<file path="config.mk">
export PLATFORM = sky130hd
export DESIGN_NAME = thirty_two_bit_alu
export DESIGN_NICKNAME = d
export VERILOG_FILES = /design/src/rtl/alu_pkg.sv /design/src/rtl/alu_bit_slice.sv /design/src/rtl/thirty_two_bit_alu.sv
export SDC_FILE = /design/constraint.sdc
export NUM_CORES = 1
export LEC_CHECK = 0
export ABC_AREA = 0
export CAP_MARGIN = 20
export CORE_MARGIN = 1.5
export CORE_UTILIZATION = 39
export DETAILED_ROUTE_END_ITERATION = 12
export PLACE_DENSITY_LB_ADDON = 0.15
export SLEW_MARGIN = 20
export SYNTH_ARGS = -nofsm -noshare
export SYNTH_HDL_FRONTEND = slang
export SYNTH_SLANG_ARGS = --single-unit
</file>
<file path="constraint.sdc">
create_clock -name clk -period 16.5 [get_ports clk]
set_input_delay 3.3 -clock clk [delete_from_list [all_inputs] [get_ports clk]]
set_output_delay 3.3 -clock clk [all_outputs]
set_load 0.02 [all_outputs]
</file>
<file path="src/rtl/alu_pkg.sv">
// Shared ALU opcode encodings and the opcode type used by the ALU slice and top.
package alu_pkg;

  typedef logic [2:0] alu_op_t;

  localparam alu_op_t ALU_AND = 3'b000;
  localparam alu_op_t ALU_OR  = 3'b001;
  localparam alu_op_t ALU_ADD = 3'b010;
  localparam alu_op_t ALU_SUB = 3'b110;
  localparam alu_op_t ALU_XOR = 3'b111;

endpackage

</file>
<file path="src/rtl/alu_bit_slice.sv">
// One bit of the ALU: logic ops plus a full adder with optional B inversion.
// Purely combinational; unused opcodes yield a 0 bit.
module alu_bit_slice
  import alu_pkg::*;
(
  input  logic    a_i,
  input  logic    b_i,
  input  logic    carry_in,
  input  logic    b_invert,
  input  alu_op_t op,
  output logic    result,
  output logic    carry_out
);

  logic b_eff;
  logic sum;

  assign b_eff     = b_i ^ b_invert;
  assign sum       = a_i ^ b_eff ^ carry_in;
  assign carry_out = (a_i & b_eff) | (a_i & carry_in) | (b_eff & carry_in);

  always_comb begin
    result = 1'b0;
    case (op)
      ALU_AND: result = a_i & b_i;
      ALU_OR:  result = a_i | b_i;
      ALU_ADD: result = sum;
      ALU_SUB: result = sum;
      ALU_XOR: result = a_i ^ b_i;
      default: result = 1'b0;
    endcase
  end

endmodule

</file>
<file path="src/rtl/thirty_two_bit_alu.sv">
// 32-bit MIPS ALU built from ripple-carry bit slices; result and zero are
// registered, one cycle latency, a new operation every cycle with no backpressure.
module thirty_two_bit_alu
  import alu_pkg::*;
#(
  parameter int WIDTH = 32
) (
  input  logic             clk,
  input  logic             rst_n,
  input  logic [WIDTH-1:0] a,
  input  logic [WIDTH-1:0] b,
  input  alu_op_t          op,
  output logic             zero,
  output logic [WIDTH-1:0] result
);

  logic [WIDTH:0]   carry;
  logic [WIDTH-1:0] slice_res;
  logic             sub_sel;
  logic             unused_carry;

  // SUB reuses the adder as a + ~b + 1.
  assign sub_sel      = (op == ALU_SUB);
  assign carry[0]     = sub_sel;
  assign unused_carry = carry[WIDTH];

  for (genvar i = 0; i < WIDTH; i++) begin : g_slice
    alu_bit_slice u_slice (
      .a_i       (a[i]),
      .b_i       (b[i]),
      .carry_in  (carry[i]),
      .b_invert  (sub_sel),
      .op        (op),
      .result    (slice_res[i]),
      .carry_out (carry[i+1])
    );
  end

  always_ff @(posedge clk) begin
    if (!rst_n) begin
      result <= '0;
    end else begin
      result <= slice_res;
    end
  end

  assign zero = ~|result;

endmodule

</file>
* Word-level counts from Yosys, hierarchy flattened
Cells that the tools add are included.
Operators by class: add/sub/neg operators 0, multipliers 0, divide/modulo/power cells 0, magnitude comparators 0, equal/unequal tests 4, shifts and indexed selects 0, mux-type cells 32, bitwise gates (word level) 347, reductions and logical operators 4
Operators with widths (count):
- $pmux W1 S4 | 32
- $xor A1 B1 Y1 | 128
- $and A1 B1 Y1 | 125
- $or A1 B1 Y1 | 94
- $reduce_or A32 Y1 | 1
- $eq A3 B3 Y1 const B | 2
- $eq A3 B1 Y1 const B | 1
- $eq A3 B2 Y1 const B | 1
- $logic_not A3 Y1 | 1
- $reduce_or A2 Y1 | 1
- $logic_not A1 Y1 | 1
Storage, ports and cells: register bits after elaboration 32, latch bits 0, RAM bits 0, bits in read-only memories 0, bits of input ports 69, output and inout bits 33, logic and storage cells 388, memories 0

* Logic depth before layout (Yosys ltp)
word-level depth 97, gate-level depth with buffers 38, gate-level depth less buffers 37

* Cells and area by module
From an unflattened synthesis, not the netlist that was laid out.
Second synthesis, totals: cells, all modules 436, area, all modules 4166.5 sq um
By module, submodules not included:
- alu_bit_slice (g_slice[13].u_slice ...) | instances 19, cells an instance 11, area each 105.1 sq um, sequential area each 0.0 sq um
- thirty_two_bit_alu | instances 1, cells an instance 80, area each 935.9 sq um, sequential area each 640.6 sq um
- alu_bit_slice (g_slice[0].u_slice ...) | instances 9, cells an instance 11, area each 92.6 sq um, sequential area each 0.0 sq um
- alu_bit_slice (g_slice[4].u_slice ...) | instances 4, cells an instance 12, area each 100.1 sq um, sequential area each 0.0 sq um

* Least setup slack after synthesis
Ideal clock, no wire load.
path kind input to register, from input port op[0], to register result[31], library setup time 127 ps, arrival 16082 ps, data required time 16373 ps, path slack 291 ps, stages 38, buffers on the path 2, cells stage by stage buf_6 -> nand3b_1 -> buf_2 -> xnor2_1 -> fa_1 -> fa_1 -> inv_1 -> fa_1 -> fa_1 -> fa_1 -> fa_1 -> fa_1 -> fa_1 -> fa_1 -> fa_1 -> fa_1 -> fa_1 -> fa_1 -> [2 not listed] -> fa_1 -> fa_1 -> fa_1 -> fa_1 -> fa_1 -> fa_1 -> fa_1 -> fa_1 -> fa_1 -> fa_1 -> fa_1 -> fa_1 -> fa_1 -> fa_1 -> fa_1 -> xor2_1 -> xnor2_1 -> o22ai_1
Between the ends: cells in the longest elaborated chain, start to end 97, elaborated cells between the ends (all ways) 196, classes of those cells eq/ne (4); mux (1); bitwise (189); reduce/logical (2)
RTL lines:
- from (decl) | RTL line thirty_two_bit_alu.sv:12 | input alu_op_t op,
- $eq A3 B3 Y1 | RTL line alu_bit_slice.sv:24, thirty_two_bit_alu.sv:23
- $xor A1 B1 Y1 | RTL line alu_bit_slice.sv:18 | assign b_eff = b_i ^ b_invert;
- $and A1 B1 Y1 | RTL line alu_bit_slice.sv:20 | assign carry_out = (a_i & b_eff) | (a_i & carry_in) | (b_eff & carry_in);
- $or A1 B1 Y1 (2 in series) | RTL line alu_bit_slice.sv:20
- $and A1 B1 Y1 | RTL line alu_bit_slice.sv:20
- $or A1 B1 Y1 (2 in series) | RTL line alu_bit_slice.sv:20
- $and A1 B1 Y1 | RTL line alu_bit_slice.sv:20
- $or A1 B1 Y1 (2 in series) | RTL line alu_bit_slice.sv:20
- [75 not listed]
- $and A1 B1 Y1 | RTL line alu_bit_slice.sv:20
- $or A1 B1 Y1 (2 in series) | RTL line alu_bit_slice.sv:20
- $and A1 B1 Y1 | RTL line alu_bit_slice.sv:20
- $or A1 B1 Y1 (2 in series) | RTL line alu_bit_slice.sv:20
- $and A1 B1 Y1 | RTL line alu_bit_slice.sv:20
- $or A1 B1 Y1 (2 in series) | RTL line alu_bit_slice.sv:20
- $xor A1 B1 Y1 | RTL line alu_bit_slice.sv:19 | assign sum = a_i ^ b_eff ^ carry_in;
- $pmux W1 S4 (*) | RTL line alu_bit_slice.sv:24 | case (op)
- to (signal assigned) | RTL line thirty_two_bit_alu.sv:43 | result <= slice_res;
- to (decl) | RTL line thirty_two_bit_alu.sv:14 | output logic [WIDTH-1:0] result
Every way passes the cells marked *; elsewhere a longest branch is shown, timed or not. A chain may end at the register's enable or synchronous reset.

* Worst setup path in the final report
Same ends and word-level chain as after synthesis.

==> results.txt <==
Derived from the worst setup path, the maximum achievable clock frequency is 62.6 MHz. The instance area after placement came out at 4680 um^2. The number of global-route vias before repair is 3150.

For this run, the slowest stage of the critical path takes 0.47 ns. The antenna diode instance count is 0. The mapped netlist covers 3600 um^2. More flip-flops sit in one register than any other, and that register is result. The number of iterations in the first detailed-routing pass came out at 4. The number of antenna violations at the first check in global routing is 0. The largest voltage drop on the vdd net came out at 0.0000230 V. The number of distinct library cell variants in the gate-level netlist after synthesis is 30. Setup violations remaining at the end of the flow were counted as 0. The number of flip-flops in the largest register came out at 32. The global-route total usage across every layer is 0.197. The setup path with the least slack is of type primary input to flip-flop. The most numerous cell type found on the critical path is sky130_fd_sc_hd__fa_1. The worst setup path is captured at a flip-flop.

The largest registers in the layout are result: 32 flops. The average wire per cell in the routed design came out at 15.9 um. The slew at the pin closest to its max-slew limit is 1.05 ns. The vias per cell is 5.14. Hold timing on the final database bottoms out at a slack of 3.67 ns. The worst setup timing slack at the placement stage is -0.367 ns. The depth of the CTS H-tree is 2. The cts-stage hold buffer count is 0.

The leakage component of the power is 2.15 nW. The most used flip-flop cell after synthesis is sky130_fd_sc_hd__dfxtp_1. In this run the core area contains 34 standard-cell rows. In this run the horizontal extent of the chip is 99.1 um. The synthesized instance count came out at 370. Of the total power, the clock network draws 0.217.

Yosys attributes the largest share of cell area to sky130_fd_sc_hd__ha_1 (22%), sky130_fd_sc_hd__dfxtp_1 (18%), sky130_fd_sc_hd__fa_1 (17%). The first-pass GRT wire length came out at 15.3 mm. Wires add up to 9.10 mm.

The relative max-transition margin came out at 0.294. Of the total power, combinational logic draws 0.458. The clock slew at the register clock pins of the worst setup and hold paths is 0.07 ns. The nature of the critical path startpoint is a primary input. The internal power of the cells totals 0.170 mW.

The minimum period implied by the final worst setup slack came out at 15.97 ns. Detailed routing placed a total of 312 um of wire on met3. Buffers placed on the I/O ports in this run total 101. In this run the worst hold path is classified as primary input to flip-flop. The vertical extent of the die came out at 99.1 um. For this run, the register share of the synthesized area comes to 0.178. The number of endpoints with negative hold slack in the final report came to 0. For this block, the via count after detailed routing is 2944.

The power spent charging and discharging nets is 0.0910 mW. The top-area cell type share of the netlist area is 0.222. The number of pins exceeding their max-slew limit in the final report came out at 0.

Once detail routing completed, the nets flagged for antenna violations numbered 0. The number of warnings issued by yosys is 0. The die footprint is 9820 um^2. The highest metal layer carrying signal wires in the routed design is met4. The number of max-cap violations is 0. Of the total power, the share spent switching nets is 0.348. The library cells used most frequently in the layout, excluding fill and tap cells, are sky130_fd_sc_hd__clkdlybuf4s50_1 (101), sky130_fd_sc_hd__inv_1 (68), sky130_fd_sc_hd__ha_1 (64). The initial detailed-routing violation count came out at 72. The number of nets handed over by synthesis was 533. Entering global routing, the biggest net connects 33 pins.

The number of synthesized register bits is 32. Of the cells placed in the final design, the portion with a size suffix greater than 1 is 0.0989. The net count of the finished layout is 630.

In this run the most critical hold path is launched from rst_n. Clock tree synthesis inserted a total of 5 buffers. The signed area change from the synthesized netlist to the final layout came out at 33.4%.

The DRC violation count after routing came out at 0. The buffer depth of the longest clock path came out at 2. The run finished with clean final reports. The mean instance size in the synthesized netlist is 9.73 um^2. The HPWL after detailed placement is 6.83 mm. Broken down by cell family, the worst path's largest delay share belongs to adder cells.

The largest individual stage delay along the critical path comes from the cell sky130_fd_sc_hd__clkdlybuf4s50_1. Data on the critical path is required at its endpoint by 16.66 ns. The total overflow left after global routing is 0. TritonCTS built the clock tree. After routing the design area is 4800 um^2.

Along the worst path, the maximum fanout reaches 4. The total power density per cell area is 54.3 nW/um^2. In the post-route analysis, the smallest setup slack over all paths is 0.533 ns. Setup repair after global routing left no endpoint under its margin. The number of filler instances in the final layout is 826. The number of I/O pins came out at 102. The depth of the worst hold-timing path came out at 3. The routability-driven placement congestion ratio came out at 0.796. For this block, wires on met1 add up to 4.15 mm. The count of buffer and inverter cells on the critical path is 2. The data arrival time at the worst-slack endpoint is 16.12 ns. The library cell used most frequently in the layout, excluding fill and tap cells, is sky130_fd_sc_hd__clkdlybuf4s50_1. The post-CTS repair timing setup buffer count came out at 0. The sequential share of power came out at 0.325. The routed length on met2 came out at 4.56 mm. The total number of cells along the worst setup path came out at 38. The cell type contributing the most total cell area after synthesis is sky130_fd_sc_hd__ha_1. The number of flops mapped to enable cells by yosys came out at 0. Clock tree synthesis selected as its root buffer the cell sky130_fd_sc_hd__clkbuf_8. The initial utilization of the core area, before any placement, comes to 0.407. The fraction of registers with async set or reset after synthesis is 0. The floorplan core area is 8850 um^2.

Of the available clock period, the critical path in the final layout requires 0.968. The setup TNS came out at 0 ns. The path with the worst hold slack has its endpoint at result[31]$_SDFF_PN0_. The tree built by TritonCTS fans out to 32 sinks.
-- worst min-delay path, cell delays in order --
cell and delay [ns]:
sky130_fd_sc_hd__clkdlybuf4s50_1 0.44, sky130_fd_sc_hd__nand3_1 0.10, sky130_fd_sc_hd__o22ai_1 0.06
-- kinds of logic after synthesis --
| group | Yosys count | share of synthesized area |
|---|---|---|
| flip-flops | 32 | 0.178 |
| XOR/XNOR | 33 | 0.0803 |
| AO/OA/AOI/OAI | 98 | 0.198 |
| adder cells (fa/ha/maj) | 94 | 0.389 |
| buffers and inverters | 90 | 0.116 |
| AND/OR/NAND/NOR | 23 | 0.0382 |
-- per-layer routing --
| layer | vias to the layer above | global-route usage |
|---|---|---|
| li1 | 1433 | - |
| met1 | 1436 | 0.244 |
| met2 | 69 | 0.365 |
| met3 | 6 | 0.0267 |
| met4 | 0 | 0.0390 |
| met5 | - | 0 |
-- power groups by stage --
stage | Clock, mW | Sequential (mW) | Combinational [mW]
CTS | 0.0587 | 0.0850 | 0.119
floorplan | 0 | 0.0917 | 0.0628
detailed placement | 0 | 0.0867 | 0.117
global placement | 0 | 0.0868 | 0.116
finish | 0.0567 | 0.0849 | 0.119
global route | 0.0607 | 0.0853 | 0.135
-- timing repair --
| action | in CTS | in global routing |
|---|---|---|
| resized for setup | 3 | 14 |
| setup endpoints to repair | 2 | 3 |
| pin swaps | 0 | 1 |
-- stage by stage --
| stage | cells | total power [mW] | util |
|---|---|---|---|
| floorplan | 370 | 0.154 | - |
| global placement | 568 | 0.203 | 0.528 |
| detailed placement | 568 | 0.204 | 0.529 |
| CTS | 573 | 0.262 | 0.538 |
| global route | 573 | 0.281 | 0.543 |
| finish | 573 | 0.261 | 0.543 |
-- worst max-delay path by stage --
stage / start / end / slack [ns]
after floorplan: op[0] / result[31]$_SDFF_PN0_ / 0.29
after global placement: op[0] / result[31]$_SDFF_PN0_ / -0.23
after detailed placement: op[0] / result[31]$_SDFF_PN0_ / -0.37
after CTS: op[0] / result[31]$_SDFF_PN0_ / 0.02
after global routing: op[0] / result[31]$_SDFF_PN0_ / 0.02
final: op[0] / result[31]$_SDFF_PN0_ / 0.53
-- Yosys cell counts, drive strengths merged, types with 2 or more instances --
library cell,instances
xnor2,31
fa,30
nand2,2
nand4,2
buf,15
clkbuf,7
dfxtp,32
ha,64
nor4,8
a22oi,30
nor2,3
inv,68
xor2,2
a21oi,33
o211ai,2
a2bb2oi,30
-- area by class of cell --
type	count	area (um^2)	share of cell area
multi-input combinational	248	2610	0.543
timing repair buffer	112	1090	0.228
sequential	32	641	0.133
inverter	68	255	0.0531
tap	108	135	0.0281
clock buffer	5	68.8	0.0143
Power figures use the tool's default switching activity.
